### config.mk
export PLATFORM = sky130hd
export DESIGN_NAME = display_scan_driver
export DESIGN_NICKNAME = d
export VERILOG_FILES = /design/src/rtl/display_scan_driver.sv
export SDC_FILE = /design/constraint.sdc
export NUM_CORES = 1
export LEC_CHECK = 0
export CELL_PAD_IN_SITES_DETAIL_PLACEMENT = 0
export CELL_PAD_IN_SITES_GLOBAL_PLACEMENT = 1
export CORE_ASPECT_RATIO = 0.7
export CORE_UTILIZATION = 42
export CTS_BUF_LIST = sky130_fd_sc_hd__clkbuf_8 sky130_fd_sc_hd__clkbuf_16
export CTS_CLUSTER_DIAMETER = 80
export CTS_CLUSTER_SIZE = 30
export DETAILED_ROUTE_END_ITERATION = 10
export PLACE_DENSITY_LB_ADDON = 0.1
export SLEW_MARGIN = 20
export SYNTH_ARGS = -nofsm -noshare
export SYNTH_HDL_FRONTEND = slang
export SYNTH_SLANG_ARGS = --single-unit
### constraint.sdc
create_clock -name clk -period 3 [get_ports clk]
set_clock_uncertainty 0.1 [all_clocks]
set_input_delay 0.45 -clock clk [delete_from_list [all_inputs] [get_ports clk]]
set_output_delay 0.45 -clock clk [all_outputs]
set_load 0.01 [all_outputs]
### src/rtl/display_scan_driver.sv
// -----------------------------------------------------------------------------
// display_scan_driver
//
// Time-multiplexes a packed multi-digit hex value onto a common-segment
// display, one digit per scan slot. Each slot lasts TICK_DIV cycles. The
// first BLANK_CYCLES cycles of a slot are dark to suppress ghosting, and the
// selected digit is shown for the rest of the slot. The displayed value is
// double buffered: a load taken during a scan is held in a pending register
// and only takes effect at the frame boundary, so a frame never tears.
//
// Optional feature (macro LEADING_ZERO_BLANK_EN): leading zero digits above
// the most-significant nonzero nibble stay dark. Digit 0 is always shown.
//
// Parameters:
//   DIGITS        number of digits scanned (1..8)
//   TICK_DIV      clock cycles per digit slot (>= 2)
//   BLANK_CYCLES  dark cycles at the start of each slot (< TICK_DIV)
//
// Ports:
//   clk           system clock, rising edge
//   rst           synchronous active-high reset
//   enable        scan enable; low forces idle/dark
//   load          single-cycle strobe that captures value
//   value         packed nibbles, digit k = value[4k+3:4k], digit 0 rightmost
//   digit_onehot  one-hot code of the displayed nibble, 0 when dark
//   anode         active-high one-hot digit select, 0 when dark
//   frame_done    one-cycle pulse in the last cycle of the final digit slot
// -----------------------------------------------------------------------------
module display_scan_driver #(
  parameter int DIGITS       = 4,
  parameter int TICK_DIV     = 1000,
  parameter int BLANK_CYCLES = 50
) (
  input  logic                  clk,
  input  logic                  rst,
  input  logic                  enable,
  input  logic                  load,
  input  logic [4*DIGITS-1:0]   value,
  output logic [15:0]           digit_onehot,
  output logic [DIGITS-1:0]     anode,
  output logic                  frame_done
);

  localparam int CNT_W = $clog2(TICK_DIV);
  localparam int IDX_W = (DIGITS > 1) ? $clog2(DIGITS) : 1;

  localparam logic [CNT_W-1:0] CNT_LAST  = CNT_W'(TICK_DIV - 1);
  localparam logic [IDX_W-1:0] IDX_LAST  = IDX_W'(DIGITS - 1);
  localparam logic [CNT_W:0]   BLANK_END = (CNT_W+1)'(BLANK_CYCLES);

  typedef enum logic [1:0] {
    IDLE  = 2'd0,
    BLANK = 2'd1,
    SHOW  = 2'd2
  } state_t;

  state_t                state_q, state_d;
  logic [CNT_W-1:0]      div_cnt_q, div_cnt_d;
  logic [IDX_W-1:0]      idx_q, idx_d;
  logic [4*DIGITS-1:0]   shadow_q, shadow_d;
  logic [4*DIGITS-1:0]   pending_q, pending_d;
  logic                  pending_valid_q, pending_valid_d;
  logic                  boundary_s;

  logic [15:0]           digit_onehot_d;
  logic [DIGITS-1:0]     anode_d;
  logic                  frame_done_d;
  logic [3:0]            nibble_s;
  logic                  show_s;

`ifdef LEADING_ZERO_BLANK_EN
  // Index of the most-significant nonzero nibble; 0 when the value is zero,
  // which keeps digit 0 visible.
  function automatic logic [IDX_W-1:0] msnz_idx(input logic [4*DIGITS-1:0] v);
    logic [IDX_W-1:0] r;
    r = '0;
    for (int k = 0; k < DIGITS; k++) begin
      if (v[4*k +: 4] != 4'h0) r = IDX_W'(k);
    end
    return r;
  endfunction
`endif

  // State, counters and display buffers.
  always_ff @(posedge clk) begin
    if (rst) begin
      state_q         <= IDLE;
      div_cnt_q       <= '0;
      idx_q           <= '0;
      shadow_q        <= '0;
      pending_q       <= '0;
      pending_valid_q <= 1'b0;
    end else begin
      state_q         <= state_d;
      div_cnt_q       <= div_cnt_d;
      idx_q           <= idx_d;
      shadow_q        <= shadow_d;
      pending_q       <= pending_d;
      pending_valid_q <= pending_valid_d;
    end
  end

  // Next state: slot counter, digit index, and double-buffer update.
  always_comb begin
    state_d         = state_q;
    div_cnt_d       = div_cnt_q;
    idx_d           = idx_q;
    shadow_d        = shadow_q;
    pending_d       = pending_q;
    pending_valid_d = pending_valid_q;

    boundary_s = (state_q != IDLE) && (idx_q == IDX_LAST) && (div_cnt_q == CNT_LAST);

    if (!enable) begin
      state_d   = IDLE;
      div_cnt_d = '0;
      idx_d     = '0;
    end else begin
      case (state_q)
        IDLE: begin
          div_cnt_d = '0;
          idx_d     = '0;
        end
        BLANK, SHOW: begin
          if (div_cnt_q == CNT_LAST) begin
            div_cnt_d = '0;
            idx_d     = (idx_q == IDX_LAST) ? '0 : idx_q + IDX_W'(1);
          end else begin
            div_cnt_d = div_cnt_q + CNT_W'(1);
          end
        end
        default: begin
          div_cnt_d = '0;
          idx_d     = '0;
        end
      endcase
      state_d = ({1'b0, div_cnt_d} < BLANK_END) ? BLANK : SHOW;
    end

    // A load in IDLE or exactly at the frame boundary goes straight to the
    // shadow and supersedes anything pending.
    if (load && ((state_q == IDLE) || boundary_s)) begin
      shadow_d        = value;
      pending_valid_d = 1'b0;
    end else if (load) begin
      pending_d       = value;
      pending_valid_d = 1'b1;
    end else if (boundary_s && pending_valid_q) begin
      shadow_d        = pending_q;
      pending_valid_d = 1'b0;
    end else begin
      pending_valid_d = pending_valid_q;
    end
  end

  // Output decode from next-state values so the registered outputs line up
  // with the state they describe, without an extra cycle of latency.
  always_comb begin
    anode_d        = '0;
    digit_onehot_d = '0;
    nibble_s       = shadow_d[{idx_d, 2'b00} +: 4];
`ifdef LEADING_ZERO_BLANK_EN
    show_s         = (idx_d <= msnz_idx(shadow_d));
`else
    show_s         = 1'b1;
`endif
    if ((state_d == SHOW) && show_s) begin
      anode_d        = DIGITS'(1) << idx_d;
      digit_onehot_d = 16'd1 << nibble_s;
    end else begin
      anode_d        = '0;
      digit_onehot_d = '0;
    end
    frame_done_d = (state_d != IDLE) && (idx_d == IDX_LAST) && (div_cnt_d == CNT_LAST);
  end

  // Registered outputs.
  always_ff @(posedge clk) begin
    if (rst) begin
      anode        <= '0;
      digit_onehot <= '0;
      frame_done   <= 1'b0;
    end else begin
      anode        <= anode_d;
      digit_onehot <= digit_onehot_d;
      frame_done   <= frame_done_d;
    end
  end

endmodule
* Word level (Yosys, flattened, before mapping)
Index checks and enable logic that the tools add are counted.
Widths: inputs -> output; s select.
** Cells by class
- Bitwise logic cells :: 2
- Eq/ne operators :: 7
- Reductions and logical operators :: 15
- $add $sub $neg :: 2
- Magnitude comparators :: 1
- Multiplexer cells :: 15
- Shifts and indexed selects :: 3
** Operators with widths (number)
- $mux 16 :: 3
- $mux 10 :: 4
- $eq 10x10->1 const B :: 2
- $shiftx 16x5->4 :: 1
- $shl 1x4->16 const A :: 1
- $mux 2 :: 6
- $add 10x1->10 const B :: 1
- $lt 10x6->1 const B :: 1
- $eq 2x2->1 const B :: 4
- $logic_and 1x1->1 :: 6
- $reduce_bool 2->1 :: 3
- $reduce_or 2->1 :: 3
- $shl 1x2->4 const A :: 1
- $add 2x1->2 const B :: 1
- $eq 2x1->1 const B :: 1
- $logic_not 2->1 :: 1
- $mux 1 :: 2
- $not 1->1 :: 2
- $reduce_and 2->1 :: 1
- $logic_or 1x1->1 :: 1
** Word-level totals
- Output and inout bits :: 21
- Register bits after elaboration :: 68
- Bits of input ports :: 20
- Logic and storage cells :: 54

* Longest topological paths before layout
Gate-level depths: netlist of the first run.
- Depth in word-level cells :: 10
- Mapped depth :: 12

* Worst setup path before layout of the first run
OpenSTA, ideal clock, no wires.
- Kind :: reg2reg
- Start point :: reg div_cnt_q[0]
- End point :: reg digit_onehot[10]
- Clock period less this slack :: 2624 ps
- Stages on the path, launching flop included :: 12
- Arrival :: 2432 ps
- Slack :: 376 ps
- Required time :: 2808 ps
- Setup time :: 92 ps
- Cells stage by stage :: dfxtp_1 > ha_1 > buf_4 > nand3_2 > o41a_1 > buf_6 > buf_6 > a211oi_1 > a21oi_1 > a21o_1 > buf_6 > nor4_1
** On the way
- Word-level cells in the longest chain between the ends :: 10
- Elaborated cells on any way between the ends :: 23
- Those cells by class :: 1 x add/sub; 1 x order compare; 2 x eq/ne; 2 x shift; 11 x mux; 1 x bitwise; 5 x reduce/logical
** RTL lines
- start, declared :: line 58 : logic [CNT_W-1:0] div_cnt_q, div_cnt_d;
- start signal, assigned :: line 95 : div_cnt_q <= div_cnt_d;
- $add 10x1->10 / $eq 10x10->1 (equally long branches) :: line 129, 112, 125
- $mux 10 :: line 125 : if (div_cnt_q == CNT_LAST) begin
- $mux 10 :: line 119 : case (state_q)
- $mux 10 :: line 114 : if (!enable) begin
- $lt 10x6->1 :: line 137 : state_d = ({1'b0, div_cnt_d} < BLANK_END) ? BLANK : SHOW;
- $mux 2 :: line 137
- $mux 2 :: line 114
- $eq 2x2->1 :: line 167 : if ((state_d == SHOW) && show_s) begin
- $not 1->1 (no source line)
- $reduce_or 2->1 (no source line)
- end signal, assigned :: line 185 : digit_onehot <= digit_onehot_d;
- end, declared :: line 39 : output logic [15:0] digit_onehot,
Several ways; a longest one is shown, not always the timed one. The select of a mux whose other input is x is not followed.
A chain may end at the register's enable or synchronous reset.

* Final worst setup path of the first run
- Start point :: reg div_cnt_q[1]
- End point :: reg digit_onehot[2]
Same word-level chain as after synthesis.

==> impl_metrics.py, run 1 <==
metrics = {
    "timing": {
        "final_max_slew_viol_count": 0,
        "min_period_ns": 2.79,
        "period_share_pct": 92.8,
        "slew_headroom_pct": 63.0,
        "worst_slack_ns": 0.215,
        "tns_ns": 0,
        "worst_pin_slew_ns": 0.553,
        "fmax_mhz": 359,
        "setup_violations": 0,
        "final_hold_viol_count": 0,
        "rsz0062_at_grt": "no",
    },
    "global_routing": {
        "grtUsageTotal_pct": 20.8,
        "grt_pass1_wl_mm": 12.0,
        "overflow": 0,
        "grt.busiest_layer": "met1",
        "antenna_found_initial": 0,
        "grt_max_degree": 37,
        "grt_use_met2_pct": 26.8,
        "met3_usage_pct": 5.15,
        "met1_usage_pct": 32.4,
        "grt_pass1_vias": 2324,
    },
    "run": {
        "maxCapViolCount": 0,
    },
    "critical_path": {
        "path_class": "reg2reg",
        "cp-start-kind": "flip-flop",
        "worstSetupEndpointType": "flip-flop",
        "reg2reg_slack_ns": 0.21,
        "reg2reg_depth": 9,
        "cp_max_fo": 24,
        "cp_data_arrival_time_ns": 2.92,
        "crit_required_ns": 3.14,
    },
    "logic_synthesis": {
        "yosys_warnings": 0,
        "synthFlopType": "dfxtp_1",
        "synth_cell_types": 51,
        "syn_inst": 319,
        "yosys_register_bits": 68,
        "synth_edf_count": 0,
        "syn-cell-area_um2": 3080,
        "syn_nets": 342,
        "seq_area_frac_synth_pct": 44.2,
        "syn_avg_cell_area_um2": 9.65,
        "async_flop_share_pct": 0,
    },
    "pwr": {
        "ir_worst_vdd_uv": 241,
        "power.density_nw_per_um2": 461,
        "p_leak_nw": 1.57,
        "total_power_mw": 1.77,
    },
    "clocking": {
        "clkTransAtPathRegs_ns": 0.07,
        "cts_made_buffers": 9,
        "h-tree-depth": 3,
        "ctsHoldBuffers": 0,
        "clk_latency_ns": 0.33,
        "cts.sinks": 68,
        "cts_tree": "built",
        "root_buffer": "clkbuf_8",
        "cts_buffer_depth": 2,
    },
    "hold_path": {
        "whs_path_depth": 2,
        "min_path_type": "reg2reg",
    },
    "cells_and_area": {
        "final_area_um2": 3840,
        "final_common_cell": "dfxtp_1",
        "fin_nets": 395,
        "areaGrowthSynthToFinish_pct": 24.8,
        "seqCellArea_um2": 1360,
        "diodes": 0,
        "drive_gt1_share_pct": 14.4,
        "instances_no_fill": 470,
        "final_cell_mix": "67 x dfxtp_1, 44 x nor2_1, 40 x clkdlybuf4s50_1",
        "fillers": 636,
        "multi_input_comb_area_um2": 1580,
    },
    "detailed_routing": {
        "firstDrtPassIters": 4,
        "drc_errors": 0,
        "via_per_inst": 5.28,
        "wl_per_cell_um": 15.8,
        "vias": 2483,
        "drtIter0Drc": 128,
        "drtAntennaViolNets": 0,
        "wl_mm": 7.43,
    },
    "placed_design": {
        "place_hpwl_mm": 5.39,
        "pre_cts_slack_ns": -0.117,
        "gp_congestion": 0.854,
        "portBuffers": 40,
        "placed_cells": 455,
        "dpl_cell_area_um2": 3640,
    },
    "die": {
        "die_w_um": 104,
        "fp.dieH_um": 73.6,
        "placementRows": 25,
        "start_util_pct": 44.5,
        "ios": 41,
        "core_um2": 6910,
        "die-area_um2": 7680,
    },
    "run_status": {
        "status": "completed",
    },
}
==> logic make-up (layout without fill, tap and decap cells) <==
group,Yosys count,after routing,share of synthesized area (%)
buffers and inverters,26,83,5.40
AND/OR/NAND/NOR,128,128,23.7
XOR/XNOR,4,4,1.14
adder cells (fa/ha/maj),3,3,1.22
flip-flops,68,68,44.2
AO/OA/AOI/OAI,58,58,13.9
multiplexers,32,32,10.4
==> metrics by stage <==
stage	hold slack [ns]	utilization, %
2_1_floorplan	0.363	-
3_3_place_gp	0.377	52.7
3_5_place_dp	0.384	52.7
4_1_cts	0.405	55.1
5_1_grt	0.443	55.6
6_report	0.405	55.6
==> worst max-delay path, cell delays in order, from the launching register on <==
cell and delay (ns):
dfxtp_2 0.38, ha_2 0.22, nand3_2 0.20, o41a_1 0.51, buf_12 0.17, nor2_1 0.14, a211oi_1 0.07, a211o_1 0.30
a21bo_1 0.31, nor4b_1 0.27
==> flip-flops by register name, summed over array words and instances (netlist names) <==
signal,flops
anode,4
digit_onehot,16
div_cnt_q,10
frame_done,1
idx_q,2
pending_q,16
pending_valid_q,1
shadow_q,16
state_q,2
==> final timing paths <==
kind / startpoint / endpoint
worst min register to register: pending_q[6]$_SDFFE_PP0P_ / pending_q[6]$_SDFFE_PP0P_
worst max-delay path: div_cnt_q[1]$_SDFF_PP0_ / digit_onehot[2]$_SDFF_PP0_
worst min-delay path: pending_q[6]$_SDFFE_PP0P_ / pending_q[6]$_SDFFE_PP0P_
worst max register to register: div_cnt_q[1]$_SDFF_PP0_ / digit_onehot[2]$_SDFF_PP0_
==> what timing repair did <==
item / in CTS / in global routing
gates resized for setup: 0 / 8
buffers inserted: 0 / 0
setup endpoints to repair: 0 / 16
==> cell type report <==
type,count,share of cell area (%)
Tap cell,94,3.06
Clock buffer,11,3.94
Inverter,6,0.586
Sequential cell,68,35.4
Clock inverter,4,0.456
Timing Repair Buffer,62,15.4
Multi-Input combinational cell,225,41.1
==> power breakdown <==
group / switching [mW] / internal, mW
Combinational: 0.0965 / 0.0838
Clock: 0.323 / 0.332
Sequential: 0.00887 / 0.926
Total: 0.428 / 1.34
==> per-layer routing <==
layer	up-vias	wire [µm]
li1	1262	-
met1	1141	4150
met2	72	2720
met3	8	480
met4	0	87
met5	-	0
==> cells in the mapped netlist (2+ instances only) <==
library cell  instances  share of area (%)
ha_1                  3                1.2
inv_1                 6               0.73
clkbuf_1              6               0.73
nor4_1               10                2.0
o22ai_1               2               0.41
o21ai_1               2               0.33
nor4b_1               7                2.0
o21ai_0              11                1.8
and2_1                2               0.41
nor3_1                5               0.81
nor2b_1               8                1.6
xnor2_1               2               0.57
xor2_1                2               0.57
buf_2                 4               0.65
a21oi_1               5               0.81
nand2b_1              2               0.41
a21o_1                3               0.73
dfxtp_1              68                 44
or2_1                 2               0.41
nand3b_1              2               0.49
nand3_1               6               0.98
mux2i_1              32                 10
nand4_1               3               0.61
or3_1                 2               0.41
a211o_1               2               0.57
buf_6                 7                2.6
nand3_2               2               0.65
buf_4                 3               0.73
nor4b_2               2               0.98
nand2_1              21                2.6
nor2_1               44                5.4
and3_1                4               0.81
a211oi_1             21                5.1
No activity file was read; power rests on OpenSTA's default activity.
==> run 2: changes to the inputs <==
CORE_UTILIZATION = 48   (was 42)
DONT_BUFFER_PORTS = 1   (was unset)
==> run 2 against run 1 <==
The run now ends with DRC left. Highest routed layer unchanged. Maximum frequency shrank 0.17%. Cell area down 12%. First-iteration DRC count rose by 1.6%. Power grew 3.1%. Die area decreased by 12%. Utilization shrank 1.0 points. Clock power up 15%. Combinational power is 26% lower. Sequential cell count unchanged. Setup slack got worse by 0.0048 ns. Final cell count down 13%. Register-to-register slack is essentially flat.
==> impl_metrics.py, run 2 (synthesis gave the netlist of run 1 again) <==
metrics = {
    "global_routing": {
        "grt_max_degree": 38,
        "grtUsageTotal_pct": 21.4,
        "grt_pass1_wl_mm": 11.1,
        "antenna_found_initial": 0,
        "overflow": 0,
        "grt_pass1_vias": 2134,
    },
    "clocking": {
        "cts_made_buffers": 9,
        "h-tree-depth": 3,
        "cts_tree": "built",
        "clk_latency_ns": 0.33,
        "cts.sinks": 68,
        "post_cts_buffers": 0,
        "clkTransAtPathRegs_ns": 0.08,
        "cts_buffer_depth": 2,
        "root_buffer": "clkbuf_8",
    },
    "critical_path": {
        "rr_startpoint": "state_q[0]$_SDFF_PP0_",
        "crit_chain": "inv_1 > ha_1 > and4bb_2 > nand4_4 > buf_12 > mux2i_1 > o21ai_0 > a211oi_1 > or2_1 > nor4b_1",
        "cpMaxStageDelayCell": "or2_1",
        "crit_end": "digit_onehot[5]$_SDFF_PP0_",
        "path_class": "reg2reg",
        "max_stage_delay_ns": 0.36,
        "crit_buf_inv": 2,
        "reg2reg_slack_ns": 0.21,
        "reg2reg_depth": 10,
        "r2r-end": "digit_onehot[5]$_SDFF_PP0_",
        "worstSetupStartpoint": "state_q[0]$_SDFF_PP0_",
        "cp_max_fo": 16,
        "cp.depth": 10,
        "cp_data_arrival_time_ns": 2.91,
        "worstSetupEndpointType": "flip-flop",
        "crit_required_ns": 3.12,
        "path_delay_family": "simple AND/OR/NAND/NOR gates",
        "cp-start-kind": "flip-flop",
    },
    "die": {
        "ios": 41,
        "start_util_pct": 49.5,
        "die_w_um": 97.7,
        "die-area_um2": 6740,
        "placementRows": 24,
        "core_um2": 6220,
        "fp.dieH_um": 69.0,
    },
    "pwr": {
        "power.density_nw_per_um2": 538,
        "p_leak_nw": 1.38,
        "ir_worst_vdd_uv": 352,
    },
    "run_status": {
        "violations": "DRC",
        "status": "finished with violations",
    },
    "timing": {
        "setup_violations": 0,
        "fin_hold_ws_ns": 0.0770,
        "rsz0062_at_grt": "no",
        "final_hold_viol_count": 0,
        "fmax_mhz": 358,
        "min_period_ns": 2.79,
        "final_max_slew_viol_count": 0,
        "tns_ns": 0,
        "worst_pin_slew_ns": 0.527,
        "period_share_pct": 93.0,
        "slew_headroom_pct": 64.7,
    },
    "detailed_routing": {
        "drtAntennaViolNets": 0,
        "via_per_inst": 5.68,
        "drc_errors": 6,
        "wl_mm": 6.77,
        "wl_per_cell_um": 16.6,
        "vias": 2313,
        "drtIter0Drc": 130,
        "firstDrtPassIters": 7,
    },
    "placed_design": {
        "gp_congestion": 0.840,
        "place_hpwl_mm": 4.80,
        "portBuffers": 0,
    },
    "cells_and_area": {
        "drive_gt1_share_pct": 14.0,
        "final_cell_mix": "67 x dfxtp_1, 44 x nor2_1, 32 x mux2i_1",
        "fin_nets": 347,
        "diodes": 0,
        "final_common_cell": "dfxtp_1",
        "areaGrowthSynthToFinish_pct": 10.2,
        "reg.largest.list": "digit_onehot x16, pending_q x16, shadow_q x16",
    },
    "run": {
        "maxCapViolCount": 0,
    },
    "hold_path": {
        "min_path_type": "in2reg",
    },
}
[run 2: layer usage]
layer / wire, µm / vias to the layer above / share of wire (%) / track usage, %
li1: - / 1164 / - / -
met1: 3760 / 1072 / 56 / 34.9
met2: 2430 / 71 / 36 / 26.2
met3: 520 / 6 / 7.7 / 6.09
met4: 59 / 0 / 0.87 / 5.56
met5: 0 / - / 0 / 0
[run 2: how the worst min path moves through the flow]
stage | startpoint | end | slack [ns] | cells past startpoint
after global routing | rst | shadow_q[8]$_SDFF_PP0_ | 0.06 | 1
after detailed placement | pending_q[3]$_SDFFE_PP0P_ | pending_q[3]$_SDFFE_PP0P_ | 0.39 | 2
after global placement | pending_q[11]$_SDFFE_PP0P_ | pending_q[11]$_SDFFE_PP0P_ | 0.38 | 2
final | rst | pending_q[8]$_SDFFE_PP0P_ | 0.08 | 1
after floorplan | pending_q[0]$_SDFFE_PP0P_ | pending_q[0]$_SDFFE_PP0P_ | 0.36 | 2
after CTS | rst | shadow_q[12]$_SDFF_PP0_ | 0.06 | 1
[run 2: area by class of cell]
| cell class | instances | area, µm² |
|---|---|---|
| Clock buffer | 10 | 138 |
| Clock inverter | 6 | 63.8 |
| Fill cell | 577 | 2820 |
| Inverter | 6 | 22.5 |
| Multi-Input combinational cell | 225 | 1580 |
| Sequential cell | 68 | 1360 |
| Tap cell | 78 | 97.6 |
| Timing Repair Buffer | 14 | 130 |
[run 2: what timing repair did]
action | 4_1_cts | 5_1_grt
gates resized for setup | 0 | 6
hold buffers | 0 | 0
setup endpoints to repair | 0 | 16
[run 2: where the power goes]
group          leakage, nW  internal (mW)  total, mW  switching, mW
sequential           0.553          0.926      0.935        0.00869
clock               0.0983          0.405      0.756          0.352
combinational        0.732         0.0573      0.134         0.0768
total                 1.38           1.39       1.83          0.437
[run 2: per-stage QoR]
step | area [µm²] | util (%) | std cells | total power, mW | setup WS, ns
CTS | 3360 | 54.1 | 407 | 1.84 | 0.0519
global route | 3390 | 54.6 | 407 | 1.89 | 0.0208
detailed placement | 3160 | 50.9 | 391 | 1.09 | 0.0911
floorplan | 3080 | - | 319 | 1.07 | 0.376
global placement | 3160 | 50.9 | 391 | 1.08 | 0.111
finish | 3390 | 54.6 | 407 | 1.83 | 0.210
==> patch 1, RTL diff (flow settings as in run 1) <==
The parameter `DIGITS` goes from 4 to 8.
--- a/src/rtl/display_scan_driver.sv
+++ b/src/rtl/display_scan_driver.sv
@@ -28,5 +28,5 @@
 // -----------------------------------------------------------------------------
 module display_scan_driver #(
-  parameter int DIGITS       = 4,
+  parameter int DIGITS       = 8,
   parameter int TICK_DIV     = 1000,
   parameter int BLANK_CYCLES = 50
Ports: changed (resized anode and value); port bits go from 41 to 61. No check against the original RTL was run, so the function may have changed too.
==> patch 1 against run 1 <==
- worst hold slack got worse by 0.012 ns
- setup slack worse by 0.17 ns
- area after synthesis is 61% higher
- routed wire length is 85% higher
- power up 64%
- sequential cell count grew 37
- final area is 73% higher
- global-route usage increased by 1.4 points
- first-iteration DRC count is 120% higher
- largest cell class unchanged
- largest power group unchanged
- highest routed layer unchanged
==> patch 1: results (changes against run 1) <==
stage,metric,value,unit,change
run_status,status,"complete, no violations",,
pwr,P_clk,1.11,mW,+69%
layout,top flop regs,"pending_q: 32 flops, shadow_q: 32 flops, digit_onehot: 16 flops",,
global_routing,M3 GR Usage,0.0389,,-0.0126
sta,Least-Margin Pin Slew,1.07,ns,+0.521 ns
yosys,Syn Nets,561,,+64%
placed_design,Port Buffer Count,60,,+50%
drt,WL/cell,17.6,µm,+11%
layout,fraction of layout cells with a size suffix above 1,0.240,,+0.0968
layout,NumNets Final,663,,+68%
global_routing,number of global-route vias before repair,4049,,+74%
worst_setup_path,CP max stage cell,dfxtp_1,,
worst_setup_path,Top delay family on crit path,simple AND/OR/NAND/NOR gates,,
global_routing,largest net degree at the start of global routing,39,,+5.4%
drt,WL met1,6880,µm,+66%
yosys,Commonest cells post-synth,"dfxtp_1 (105), nor2_1 (94), nand2_1 (45), mux2i_1 (43), a311oi_1 (35)",,
pwr,Flop pwr share,0.503,,-0.025
layout,fin cells,781,,+66%
placed_design,Place WS,-0.204,ns,-0.0875 ns
placed_design,gpl congestion,0.849,,-0.60%
yosys,largest cells by area after synthesis,"dfxtp_1 (43%), mux2i_1 (8.7%), nor2_1 (7.1%), a311oi_1 (6.2%), nand2_1 (3.4%)",,
yosys,sequential-to-total area share from yosys stat,0.425,,-0.0170
worst_setup_path,Worst Setup SP,idx_q[0]$_SDFF_PP0_,,
pwr,Net Sw Power,0.743,mW,+73%
yosys,syn avg cell area,9.49,µm²,-1.7%
yosys,adder-cell share of the synthesized area,0.0101,,-0.00207
drt,Starting DRT DRC Count,287,,+120%
worst_setup_path,delay of the slowest critical-path stage,0.33,ns,-0.18 ns
[patch 1: area by class of cell]
| class | count | area (µm²) |
|---|---|---|
| Timing Repair Buffer | 128 | 1210 |
| Multi-Input combinational cell | 372 | 2840 |
| Tap cell | 153 | 191 |
| Inverter | 7 | 26.3 |
| Sequential cell | 105 | 2100 |
| Clock buffer | 9 | 225 |
| Clock inverter | 7 | 47.5 |
| Fill cell | 947 | 4610 |
[patch 1: worst max path at each step]
stage                                   to  slack (ns)  cells past startpoint
3_5_place_dp    digit_onehot[4]$_SDFF_PP0_       -0.20                     10
5_1_grt         digit_onehot[9]$_SDFF_PP0_       -0.04                     11
2_1_floorplan  digit_onehot[12]$_SDFF_PP0_        0.25                     10
4_1_cts        digit_onehot[10]$_SDFF_PP0_       0.005                     11
6_report       digit_onehot[10]$_SDFF_PP0_        0.04                     11
3_3_place_gp    digit_onehot[4]$_SDFF_PP0_       -0.14                     10
[patch 1: worst reg2reg max path, cell delays in order, from the launching register on]
cell and delay (ns):
dfxtp_1 0.33, ha_1 0.22, ha_4 0.19, and4bb_2 0.32, nand4_4 0.20, buf_12 0.21
buf_4 0.15, mux2i_2 0.16, a211oi_1 0.24, nor2_1 0.13, a41o_2 0.31, nor4_1 0.30
[patch 1: timing repair]
action / 4_1_cts / 5_1_grt
resized for setup: 4 / 41
cloned: 0 / 2
hold endpoints to repair: 0 / 0
pin swaps: 0 / 15
setup endpoints to repair: 15 / 16
hold buffers: 0 / 0
setup buffers: 0 / 4
[patch 1: logic make-up (layout without fill, tap and decap cells)]
kind of cell             count (synthesis)  after routing
AO/OA/AOI/OAI                           90             90
XOR/XNOR                                 9              9
adder cells (fa/ha/maj)                  4              4
buffers and inverters                   45            151
flip-flops                             105            105
multiplexers                            49             49
AND/OR/NAND/NOR                        219            220
==> patch 2, RTL diff (flow settings as in run 1) <==
Without the edit above. Make the reset (`rst`) asynchronous in 2 clocked blocks. Comments in the files are not updated.
--- a/src/rtl/display_scan_driver.sv
+++ b/src/rtl/display_scan_driver.sv
@@ -83,5 +83,5 @@
 
   // State, counters and display buffers.
-  always_ff @(posedge clk) begin
+  always_ff @(posedge clk or posedge rst) begin
     if (rst) begin
       state_q         <= IDLE;
@@ -176,5 +176,5 @@
 
   // Registered outputs.
-  always_ff @(posedge clk) begin
+  always_ff @(posedge clk or posedge rst) begin
     if (rst) begin
       anode        <= '0;
Function: same outputs for any inputs over 10 cycles, from zero or initial values and one cycle with rst high; that may be too few to reach the edited logic, so the function may still have changed.
==> patch 2 against run 1 <==
- setup slack got worse by 0.17 ns
- routed wire length down 1.9%
- final area grew 10%
- area after synthesis rose by 2.6%
- clock power is 29% higher
- sequential cell count stayed put
- sequential share of layout area rose by 4.8 points
- cell count is 4.7% lower
- non-clock buffer count grew 8
- utilization rose by 2.5 points
- synthesized cell count is 13% lower
- power grew 20%
==> patch 2: results (changes against run 1) <==
stage,metric,value,unit,change
sta,Slew HR,0.660,,+0.0294
layout,top flop regs,"digit_onehot: 16 flops, pending_q: 16 flops, shadow_q: 16 flops",,
layout,antenna diode count,0,,unchanged
layout,fraction of layout cells with a size suffix above 1,0.269,,+0.125
placed_design,gpl congestion,0.757,,-11%
worst_setup_path,CP max stage cell,or4_4,,
worst_setup_path,Reg2Reg Depth,9,,unchanged
hold_path,HP Class,in2async,,
drt,Via-to-Cell Ratio,5.34,,+1.0%
layout,NumNets Final,368,,-6.8%
worst_setup_path,worst path arrival time,3.08,ns,+0.16 ns
clocking,clock transition at the registers of the reported paths,0.07,ns,about the same
placed_design,Place WS,-0.213,ns,-0.0968 ns
placed_design,# placed instances,428,,-5.9%
drt,drt pass-1 iters,4,,unchanged
clocking,Root Driver,clkbuf_8,,
placed_design,Port Buffer Count,40,,unchanged
run_status,status,"complete, no violations",,
layout,fin area,4230,µm²,+10%
yosys,"Warnings, synthesis",0,,unchanged
yosys,Post-Syn Instances,276,,-13%
clocking,H-Tree Depth,3,,unchanged
drt,Starting DRT DRC Count,133,,+3.9%
yosys,Commonest cells post-synth,"dfrtp_1 (68), mux2i_1 (20), mux2_2 (19), nor2_1 (18), nor4_1 (17)",,
global_routing,initial antenna violation count,0,,unchanged
placed_design,dpl hpwl,4870,µm,-9.6%
clocking,worst-skew pair later-pin latency,0.35,ns,+0.02 ns
drt,WL/cell,16.3,µm,+2.9%
layout,fill count,650,,+2.2%
placed_design,Placed Area,3840,µm²,+5.4%
pwr,P_leak,1.94,nW,+24%
layout,fin cells,448,,-4.7%
global_routing,largest net degree at the start of global routing,69,,+86%
clocking,Num CTS Buffers,9,,unchanged
pwr,maximum vdd drop,0.000263,V,+9.5%
global_routing,gr usage total,0.198,,-0.00995
global_routing,first-pass GRT wire length,11700,µm,-3.1%
worst_setup_path,CP Max Fanout,8,,-67%
clocking,clk buf depth,2,,unchanged
yosys,Yosys cell types,46,,-9.8%
yosys,largest cells by area after synthesis,"dfrtp_1 (54%), mux2_2 (6.8%), mux2i_1 (6.3%), nor4_1 (3.4%), nor2_1 (2.1%)",,
yosys,sequential-to-total area share from yosys stat,0.539,,+0.0965
global_routing,number of global-route vias before repair,2339,,+0.65%
worst_setup_path,delay of the slowest critical-path stage,0.65,ns,+0.14 ns
yosys,fraction of registers with async set/reset,1.00,,+1.00
pwr,P_int,1.60,mW,+19%
yosys,Syn Nets,299,,-13%
-- patch 2: worst paths after layout --
check	startpoint	to	slack, ns
min in group clk	pending_q[11]$_DFFE_PP0P_	pending_q[11]$_DFFE_PP0P_	0.41
max reg2reg	state_q[0]$_DFF_PP0_	digit_onehot[9]$_DFF_PP0_	0.05
min	rst	shadow_q[10]$_DFF_PP0_	0.38
max	state_q[0]$_DFF_PP0_	digit_onehot[9]$_DFF_PP0_	0.05
max in group asynchronous	rst	anode[2]$_DFF_PP0_	2.11
min reg2reg	pending_q[11]$_DFFE_PP0P_	pending_q[11]$_DFFE_PP0P_	0.41
-- patch 2: area by class of cell --
cell class	instances	share of cell area
sequential	68	0.402
multi-input combinational	187	0.354
timing repair buffer	70	0.154
clock buffer	10	0.0325
tap	98	0.0290
clock inverter	6	0.0207
inverter	9	0.00799
-- patch 2: routing by layer --
layer  track usage  wire length [µm]
met2         0.288              3160
met3        0.0692               351
met5             0                 0
met1         0.285              3720
met4        0.0463                57
-- patch 2: logic make-up after synthesis --
group	count (synthesis)	synth area share
AO/OA/AOI/OAI	44	0.0947
adder cells (fa/ha/maj)	3	0.0119
AND/OR/NAND/NOR	93	0.163
buffers and inverters	22	0.0352
flip-flops	68	0.539
multiplexers	41	0.143
XOR/XNOR	5	0.0139
-- patch 2: critical path: cells and delay by family, from the launching register on --
family,cells,cell delay [ns]
simple gates,3,1.18
mux,4,0.95
flops,1,0.32
fa+ha+maj,1,0.24
buf+inv,1,0.04
-- patch 2: power groups by stage --
stage                     Combinational (mW)  Clock (mW)  Sequential (mW)
after global routing                   0.295       0.911             1.02
after global placement                 0.242           0             1.02
after detailed placement               0.247           0             1.02
after CTS                              0.248       0.870             1.00
final                                  0.266       0.843             1.01
after floorplan                        0.146           0             1.01
-- patch 2: what timing repair did --
action	CTS	global route
pin swaps	1	2
cloned	0	1
resized for setup	1	25
setup buffers	2	1
endpoints found under the setup margin	7	16
